--- src/rtl/cpu_types_pkg.sv ---
// cpu_types_pkg: shared types for the pipelined core.
//   pipe_state_t : occupancy state of a pipe_skid_reg stage.
//   ex_mem_t     : example stage payload; callers cast it to and from the
//                  opaque in_data/out_data vector of pipe_skid_reg.
package cpu_types_pkg;

  typedef enum logic [1:0] {
    PS_EMPTY = 2'd0,  // no entries held
    PS_ONE   = 2'd1,  // head entry only
    PS_FULL  = 2'd2   // head and skid entries
  } pipe_state_t;

  typedef struct packed {
    logic [31:0] alu_result;
    logic [31:0] store_data;
    logic [4:0]  rd;
    logic        mem_read;
    logic        mem_write;
    logic        reg_write;
    logic        halt;
  } ex_mem_t;

endpackage

--- src/rtl/pipe_skid_reg_if.sv ---
// pipe_skid_reg_if: groups the handshake, payload and monitor signals of one
// pipe_skid_reg stage.
//   slave  : the stage itself (accepts in_*, produces out_*).
//   master : the environment around the stage (upstream, downstream, control).
// Handshake: a beat moves on a rising edge exactly when valid && ready are
// both high in that cycle; valid never waits on ready, and in_ready is driven
// from registers only, so it never depends combinationally on in_valid,
// out_ready or flush.
interface pipe_skid_reg_if
  import cpu_types_pkg::*;
#(
  parameter int DATA_W = 128,
  parameter int CNT_W  = 16
);
  logic              in_valid;
  logic              in_ready;
  logic [DATA_W-1:0] in_data;
  logic              in_halt;
  logic              out_valid;
  logic              out_ready;
  logic [DATA_W-1:0] out_data;
  logic              out_halt;
  logic              flush;
  logic [1:0]        occupancy;
  logic [CNT_W-1:0]  stall_cnt;
  pipe_state_t       state_dbg;

  modport slave (
    input  in_valid, in_data, in_halt, out_ready, flush,
    output in_ready, out_valid, out_data, out_halt, occupancy, stall_cnt,
           state_dbg
  );

  modport master (
    output in_valid, in_data, in_halt, out_ready, flush,
    input  in_ready, out_valid, out_data, out_halt, occupancy, stall_cnt,
           state_dbg
  );
endinterface

--- src/rtl/sat_counter.sv ---
// sat_counter: W-bit up counter that stops at all-ones instead of wrapping.
//   CLK   : clock, rising edge.
//   nRST  : asynchronous active-low reset, clears the count.
//   inc   : add one this cycle (ignored once saturated).
//   count : current value.
module sat_counter #(
  parameter int W = 16
) (
  input  logic         CLK,
  input  logic         nRST,
  input  logic         inc,
  output logic [W-1:0] count
);
  logic [W-1:0] count_q;
  logic [W-1:0] count_d;

  always_comb begin
    count_d = count_q;
    if (inc && (count_q != {W{1'b1}})) begin
      count_d = count_q + 1'b1;
    end
  end

  always_ff @(posedge CLK or negedge nRST) begin
    if (!nRST) begin
      count_q <= '0;
    end else begin
      count_q <= count_d;
    end
  end

  assign count = count_q;
endmodule

--- src/rtl/pipe_skid_reg.sv ---
// pipe_skid_reg: pipeline stage register with ready/valid handshake and a
// one-entry skid buffer. The payload is opaque, so one block serves every
// stage boundary of the core.
//   CLK  : core clock, rising edge.
//   nRST : asynchronous active-low reset, discards all entries.
//   bus  : pipe_skid_reg_if.slave
//          in_valid/in_ready/in_data/in_halt    upstream beat
//          out_valid/out_ready/out_data/out_halt head entry to downstream
//          flush      synchronous squash of all entries (wins over push/pop)
//          occupancy  entries held, 0..2 (same encoding as the state)
//          stall_cnt  saturating count of out_valid && !out_ready cycles
//          state_dbg  raw FSM state
module pipe_skid_reg
  import cpu_types_pkg::*;
#(
  parameter int                DATA_W    = 128,
  parameter int                CNT_W     = 16,
  parameter logic [DATA_W-1:0] RESET_VAL = '0
) (
  input logic             CLK,
  input logic             nRST,
  pipe_skid_reg_if.slave  bus
);
  pipe_state_t       state_q,     state_d;
  logic [DATA_W-1:0] head_data_q, head_data_d;
  logic              head_halt_q, head_halt_d;
  logic [DATA_W-1:0] skid_data_q, skid_data_d;
  logic              skid_halt_q, skid_halt_d;
  logic              halt_seen_q, halt_seen_d;

  logic              in_ready;
  logic              out_valid;
  logic              push;
  logic              pop;
  logic              stall_inc;
  logic [CNT_W-1:0]  stall_count;

  // Ready comes purely from registers; the skid entry absorbs the beat that
  // upstream issues in the cycle before it sees in_ready fall.
  assign in_ready  = (state_q != PS_FULL) && !halt_seen_q;
  assign out_valid = (state_q != PS_EMPTY);
  assign push      = bus.in_valid && in_ready;
  assign pop       = out_valid && bus.out_ready;

  always_comb begin
    state_d     = state_q;
    head_data_d = head_data_q;
    head_halt_d = head_halt_q;
    skid_data_d = skid_data_q;
    skid_halt_d = skid_halt_q;
    halt_seen_d = halt_seen_q;

    if (bus.flush) begin
      // Any beat offered now is dropped; a pop now still counts as taken.
      state_d     = PS_EMPTY;
      head_data_d = RESET_VAL;
      head_halt_d = 1'b0;
      skid_halt_d = 1'b0;
      halt_seen_d = 1'b0;
    end else begin
      if (push && bus.in_halt) begin
        halt_seen_d = 1'b1;
      end
      case (state_q)
        PS_EMPTY: begin
          if (push) begin
            head_data_d = bus.in_data;
            head_halt_d = bus.in_halt;
            state_d     = PS_ONE;
          end
        end
        PS_ONE: begin
          if (push && !pop) begin
            skid_data_d = bus.in_data;
            skid_halt_d = bus.in_halt;
            state_d     = PS_FULL;
          end else if (push && pop) begin
            head_data_d = bus.in_data;
            head_halt_d = bus.in_halt;
          end else if (pop) begin
            state_d = PS_EMPTY;
          end
        end
        PS_FULL: begin
          // in_ready is low here, so only a pop can happen.
          if (pop) begin
            head_data_d = skid_data_q;
            head_halt_d = skid_halt_q;
            state_d     = PS_ONE;
          end
        end
        default: begin
          state_d = PS_EMPTY;
        end
      endcase
    end
  end

  always_ff @(posedge CLK or negedge nRST) begin
    if (!nRST) begin
      state_q     <= PS_EMPTY;
      head_data_q <= RESET_VAL;
      head_halt_q <= 1'b0;
      skid_data_q <= '0;
      skid_halt_q <= 1'b0;
      halt_seen_q <= 1'b0;
    end else begin
      state_q     <= state_d;
      head_data_q <= head_data_d;
      head_halt_q <= head_halt_d;
      skid_data_q <= skid_data_d;
      skid_halt_q <= skid_halt_d;
      halt_seen_q <= halt_seen_d;
    end
  end

  // A flush cycle is not a stall: the head is being discarded, not held.
  assign stall_inc = out_valid && !bus.out_ready && !bus.flush;

  sat_counter #(.W(CNT_W)) u_stall_cnt (
    .CLK   (CLK),
    .nRST  (nRST),
    .inc   (stall_inc),
    .count (stall_count)
  );

  assign bus.in_ready  = in_ready;
  assign bus.out_valid = out_valid;
  assign bus.out_data  = head_data_q;
  assign bus.out_halt  = head_halt_q && out_valid;
  assign bus.occupancy = state_q;
  assign bus.stall_cnt = stall_count;
  assign bus.state_dbg = state_q;
endmodule
--- src/flat_wrapper.sv ---
// flat-port wrapper written by rule: the top's interface ports become plain ports
module pipe_skid_reg_flat import cpu_types_pkg::*;
#(
  parameter int                DATA_W    = 128,
  parameter int                CNT_W     = 16,
  parameter logic [DATA_W-1:0] RESET_VAL = '0
)
  (CLK, nRST, bus_in_valid, bus_in_data, bus_in_halt, bus_out_ready, bus_flush, bus_in_ready, bus_out_valid, bus_out_data, bus_out_halt, bus_occupancy, bus_stall_cnt, bus_state_dbg);
  pipe_skid_reg_if #(.DATA_W(DATA_W), .CNT_W(CNT_W)) bus_i ();
  input logic CLK;
  input logic nRST;
  input wire logic [$bits(bus_i.in_valid)-1:0] bus_in_valid;
  input wire logic [$bits(bus_i.in_data)-1:0] bus_in_data;
  input wire logic [$bits(bus_i.in_halt)-1:0] bus_in_halt;
  input wire logic [$bits(bus_i.out_ready)-1:0] bus_out_ready;
  input wire logic [$bits(bus_i.flush)-1:0] bus_flush;
  output wire logic [$bits(bus_i.in_ready)-1:0] bus_in_ready;
  output wire logic [$bits(bus_i.out_valid)-1:0] bus_out_valid;
  output wire logic [$bits(bus_i.out_data)-1:0] bus_out_data;
  output wire logic [$bits(bus_i.out_halt)-1:0] bus_out_halt;
  output wire logic [$bits(bus_i.occupancy)-1:0] bus_occupancy;
  output wire logic [$bits(bus_i.stall_cnt)-1:0] bus_stall_cnt;
  output wire logic [$bits(bus_i.state_dbg)-1:0] bus_state_dbg;
  assign bus_i.in_valid = bus_in_valid;
  assign bus_i.in_data = bus_in_data;
  assign bus_i.in_halt = bus_in_halt;
  assign bus_i.out_ready = bus_out_ready;
  assign bus_i.flush = bus_flush;
  assign bus_in_ready = bus_i.in_ready;
  assign bus_out_valid = bus_i.out_valid;
  assign bus_out_data = bus_i.out_data;
  assign bus_out_halt = bus_i.out_halt;
  assign bus_occupancy = bus_i.occupancy;
  assign bus_stall_cnt = bus_i.stall_cnt;
  assign bus_state_dbg = bus_i.state_dbg;
  pipe_skid_reg #(.DATA_W(DATA_W), .CNT_W(CNT_W), .RESET_VAL(RESET_VAL)) u_core (.CLK(CLK), .nRST(nRST), .bus(bus_i));
endmodule
--- config.mk ---
export PLATFORM = sky130hd
export DESIGN_NAME = pipe_skid_reg_flat
export DESIGN_NICKNAME = d
export VERILOG_FILES = /design/src/rtl/cpu_types_pkg.sv /design/src/rtl/pipe_skid_reg_if.sv /design/src/rtl/sat_counter.sv /design/src/rtl/pipe_skid_reg.sv /design/src/flat_wrapper.sv
export SDC_FILE = /design/constraint.sdc
export NUM_CORES = 1
export LEC_CHECK = 0
export ABC_AREA = 0
export CORE_ASPECT_RATIO = 0.7
export CORE_MARGIN = 2
export CORE_UTILIZATION = 46
export DETAILED_ROUTE_END_ITERATION = 12
export PLACE_DENSITY = 0.77
export SYNTH_ARGS = -nofsm -noshare
export SYNTH_HDL_FRONTEND = slang
export SYNTH_SLANG_ARGS = --single-unit
--- constraint.sdc ---
create_clock -name CLK -period 1.8 [get_ports CLK]
set_input_delay 0.36 -clock CLK [delete_from_list [all_inputs] [get_ports CLK]]
set_output_delay 0.36 -clock CLK [all_outputs]
set_load 0.1 [all_outputs]
==> impl_metrics.sql <==
INSERT INTO impl_metrics (metric_group, metric, value, unit) VALUES
('critical_path', 'worst-setup-path-type', 'register to register', ''),
('cells_and_area', 'postLayoutCellArea', '0.0206', 'mm2'),
('synth', 'synth_area_leaders', 'dfrtp_1 56%, mux2_2 23%, nand2_1 8.2%', ''),
('clocking', 'cts-htree-levels', '1', ''),
('synth', 'post-synth-top-count-cell', 'dfrtp_1', ''),
('global_routing', 'globalRouteOverflowTotal', '0', ''),
('power_and_ir_drop', 'power.total', '22400', 'uW'),
('route', 'drt_first_iter_violations', '615', ''),
('die', 'start_util', '46.5', '%'),
('critical_path', 'path_max_fanout', '8', ''),
('critical_path', 'setup.worst_path.start', 'u_core.bus.occupancy[1]', ''),
('critical_path', 'worstPathRequired', '2.22', 'ns'),
('synth', 'synth_sequential_area_ratio', '56.2', '%'),
('route', 'drt_total_wl', '42.3', 'mm'),
('die', 'die_w', '200', 'um'),
('clocking', 'clock-root-buffer', 'clkbuf_16', ''),
('place', 'numPortBuffers', '284', ''),
('sta', 'grt_setup_unrepaired', 'true', ''),
('power_and_ir_drop', 'p_switching', '7770', 'uW'),
('worst_hold_path', 'worst_hold_startpoint', 'bus_flush', ''),
('cells_and_area', 'num-fill-cells', '1473', ''),
('sta', 'fin_crit_sh', '112', '%'),
('cells_and_area', 'fin_nets', '1569', ''),
('clocking', 'clk_path_buf_depth', '3', ''),
('route', 'route.vias.total', '10166', ''),
('worst_hold_path', 'worst_min_delay_path_category', 'input port to register', ''),
('run_status', 'outcome', 'complete, but fails checks', ''),
('die', 'fp-row-count', '50', ''),
('global_routing', 'pin_count_of_the_biggest_net_entering_global_routing', '76', ''),
('route', 'drt-vias-per-instance', '5.59', ''),
('die', 'dieHeight', '141', 'um'),
('synth', 'synth_cells', '1077', ''),
('route', 'route.detailed.drc', '0', ''),
('synth', 'yosys.cell_types.count', '31', ''),
('power_and_ir_drop', 'sw_frac_of_total', '34.7', '%'),
('sta', 'hold-worst-slack', '0.195', 'ns'),
('synth', 'netlist.top_cell.by_area', 'dfrtp_1', ''),
('clocking', 'cts_num_sinks', '277', ''),
('cells_and_area', 'area_occupied_by_multi_input_gates', '0.00589', 'mm2'),
('route', 'dr.pass1.iters', '5', ''),
('place', 'detailed_place.area', '0.0175', 'mm2'),
('cells_and_area', 'insertedDiodeCount', '0', ''),
('sta', 'final-setup-viol-count', '266', ''),
('power_and_ir_drop', 'internal_power', '14600', 'uW'),
('sta', 'final.setup.worst_slack', '-0.222', 'ns'),
('die', 'io-pin-count', '285', ''),
('critical_path', 'crit_path_start_kind', 'register', ''),
('power_and_ir_drop', 'ir_drop_worst_vdd', '0.00105', 'V'),
('route', 'route.antenna.remaining_nets', '0', ''),
('sta', 'fmax', '495', 'MHz'),
('sta', 'slew_headroom', '38.6', '%'),
('power_and_ir_drop', 'power_frac_seq', '38.6', '%'),
('cells_and_area', 'final_layout_size_suffix_gt1_share', '42.6', '%'),
('cells_and_area', 'synthToLayoutAreaGrowth', '67.1', '%'),
('power_and_ir_drop', 'power_frac_comb', '34.7', '%'),
('critical_path', 'reg2reg_from', 'u_core.bus.occupancy[1]', ''),
('power_and_ir_drop', 'leakage', '0.00944', 'uW'),
('sta', 'timing.final.hold_violations', '0', ''),
('place', 'routabilityCongestion', '0.826', ''),
('cells_and_area', 'seq_area', '0.00699', 'mm2'),
('flow_run', 'max-cap-violations', '0', ''),
('global_routing', 'grtUsageTotal', '25.9', '%'),
('die', 'area_of_the_core', '0.0265', 'mm2'),
('synth', 'syn-cell-area', '0.0123', 'mm2'),
('die', 'die_area', '0.0281', 'mm2'),
('synth', 'synth_nets', '1212', ''),
('global_routing', 'grt_first_pass_wirelength', '57.1', 'mm'),
('power_and_ir_drop', 'pwr_density_cell', '1090', 'mW/mm2'),
('place', 'place_hpwl', '22.1', 'mm'),
('run_status', 'failed_checks', 'negative setup slack', ''),
('critical_path', 'worstPathArrival', '2.44', 'ns');
through the flow:
stage / instances / setup WS [ns]
final: 1818 / -0.222
after global routing: 1818 / -0.268
after CTS: 1777 / -0.165
after detailed placement: 1702 / -0.405
after global placement: 1702 / -0.411
after floorplan: 1077 / -0.282
power groups by stage:
stage	registers (uW)	logic, uW	clock network, uW
after floorplan	10800	1710	0
after global placement	8500	6660	0
after detailed placement	8580	6800	0
after CTS	8490	6970	5990
after global routing	8750	8060	6270
final	8640	7770	5970
flip-flops by register name, summed over array words and instances, names as in the netlist:
name	cells
u_core.halt_seen_q	1
u_core.u_stall_cnt.count	16
u_core.bus.occupancy	2
u_core.head_halt_q	1
u_core.bus.out_data	128
u_core.skid_halt_q	1
u_core.skid_data_q	128
layer usage:
layer,up-vias,track usage [%],part of all wire (%)
li1,4383,-,-
met1,5241,35.0,42
met2,445,42.3,49
met3,95,5.36,6.8
met4,2,7.60,3.0
met5,-,0,0.031
cells in the final DEF (no fill, tap or decap), types with 8 or more instances in the layout:
cell type	netlist	layout
dfrtp_4	0	14
buf_12	0	173
xor2_1	14	14
buf_16	0	15
buf_8	0	8
clkbuf_16	0	48
mux2_4	0	163
clkbuf_8	0	9
clkdlybuf4s50_1	0	131
mux2_2	247	87
buf_4	5	30
nand2_1	268	261
buf_6	1	27
mux2_1	12	9
a21oi_1	131	127
dfrtp_1	277	259
worst paths after layout:
| check | endpoint | slack [ns] | cells after the start |
|---|---|---|---|
| min in group asynchronous | u_core.u_stall_cnt.count[15] | 0.29 | 2 |
| max in group asynchronous | u_core.bus.out_data[88] | 0.84 | 3 |
| worst min register to register | u_core.skid_data_q[61] | 0.51 | 1 |
| worst min-delay path | u_core.bus.occupancy[1] | 0.20 | 3 |
| worst max register to register | u_core.skid_data_q[91] | -0.22 | 7 |
| worst max-delay path | u_core.skid_data_q[91] | -0.22 | 7 |
final cells by class:
class                      count  area share [%]
clock buffer                  43            4.22
multi-input combinational    721            28.6
timing repair buffer         404            30.7
sequential                   277            33.9
clock inverter                 7           0.310
tap                          364            2.21
inverter                       2          0.0365
kinds of logic after synthesis:
logic type | count (synthesis) | share of synthesized area (%)
AOI/OAI and AO/OA | 134 | 5.47
xor gates and xnor gates | 14 | 0.995
adders and majority gates | 1 | 0.101
buffers and inverters | 79 | 2.92
DFF | 277 | 56.2
muxes | 261 | 23.8
and+or+nand+nor | 311 | 10.4
repair_timing:
action | 4_1_cts | 5_1_grt
hold endpoints to repair | 25 | 0
pin swaps | 3 | 9
resized for setup | 33 | 234
hold buffers | 1 | 0
cloned | 11 | 23
buffers inserted | 13 | 23
setup endpoints to repair | 147 | 275
worst max-delay path, cell delays in order (launching register included):
cell and delay [ns]:
dfrtp_4 0.51, nor3b_4 0.27, nand2_2 0.13, nor2_4 0.22, buf_12 0.18, buf_12 0.13
clkbuf_16 0.15, mux2_4 0.30
Note: power is estimated with default switching activity, not from simulation.
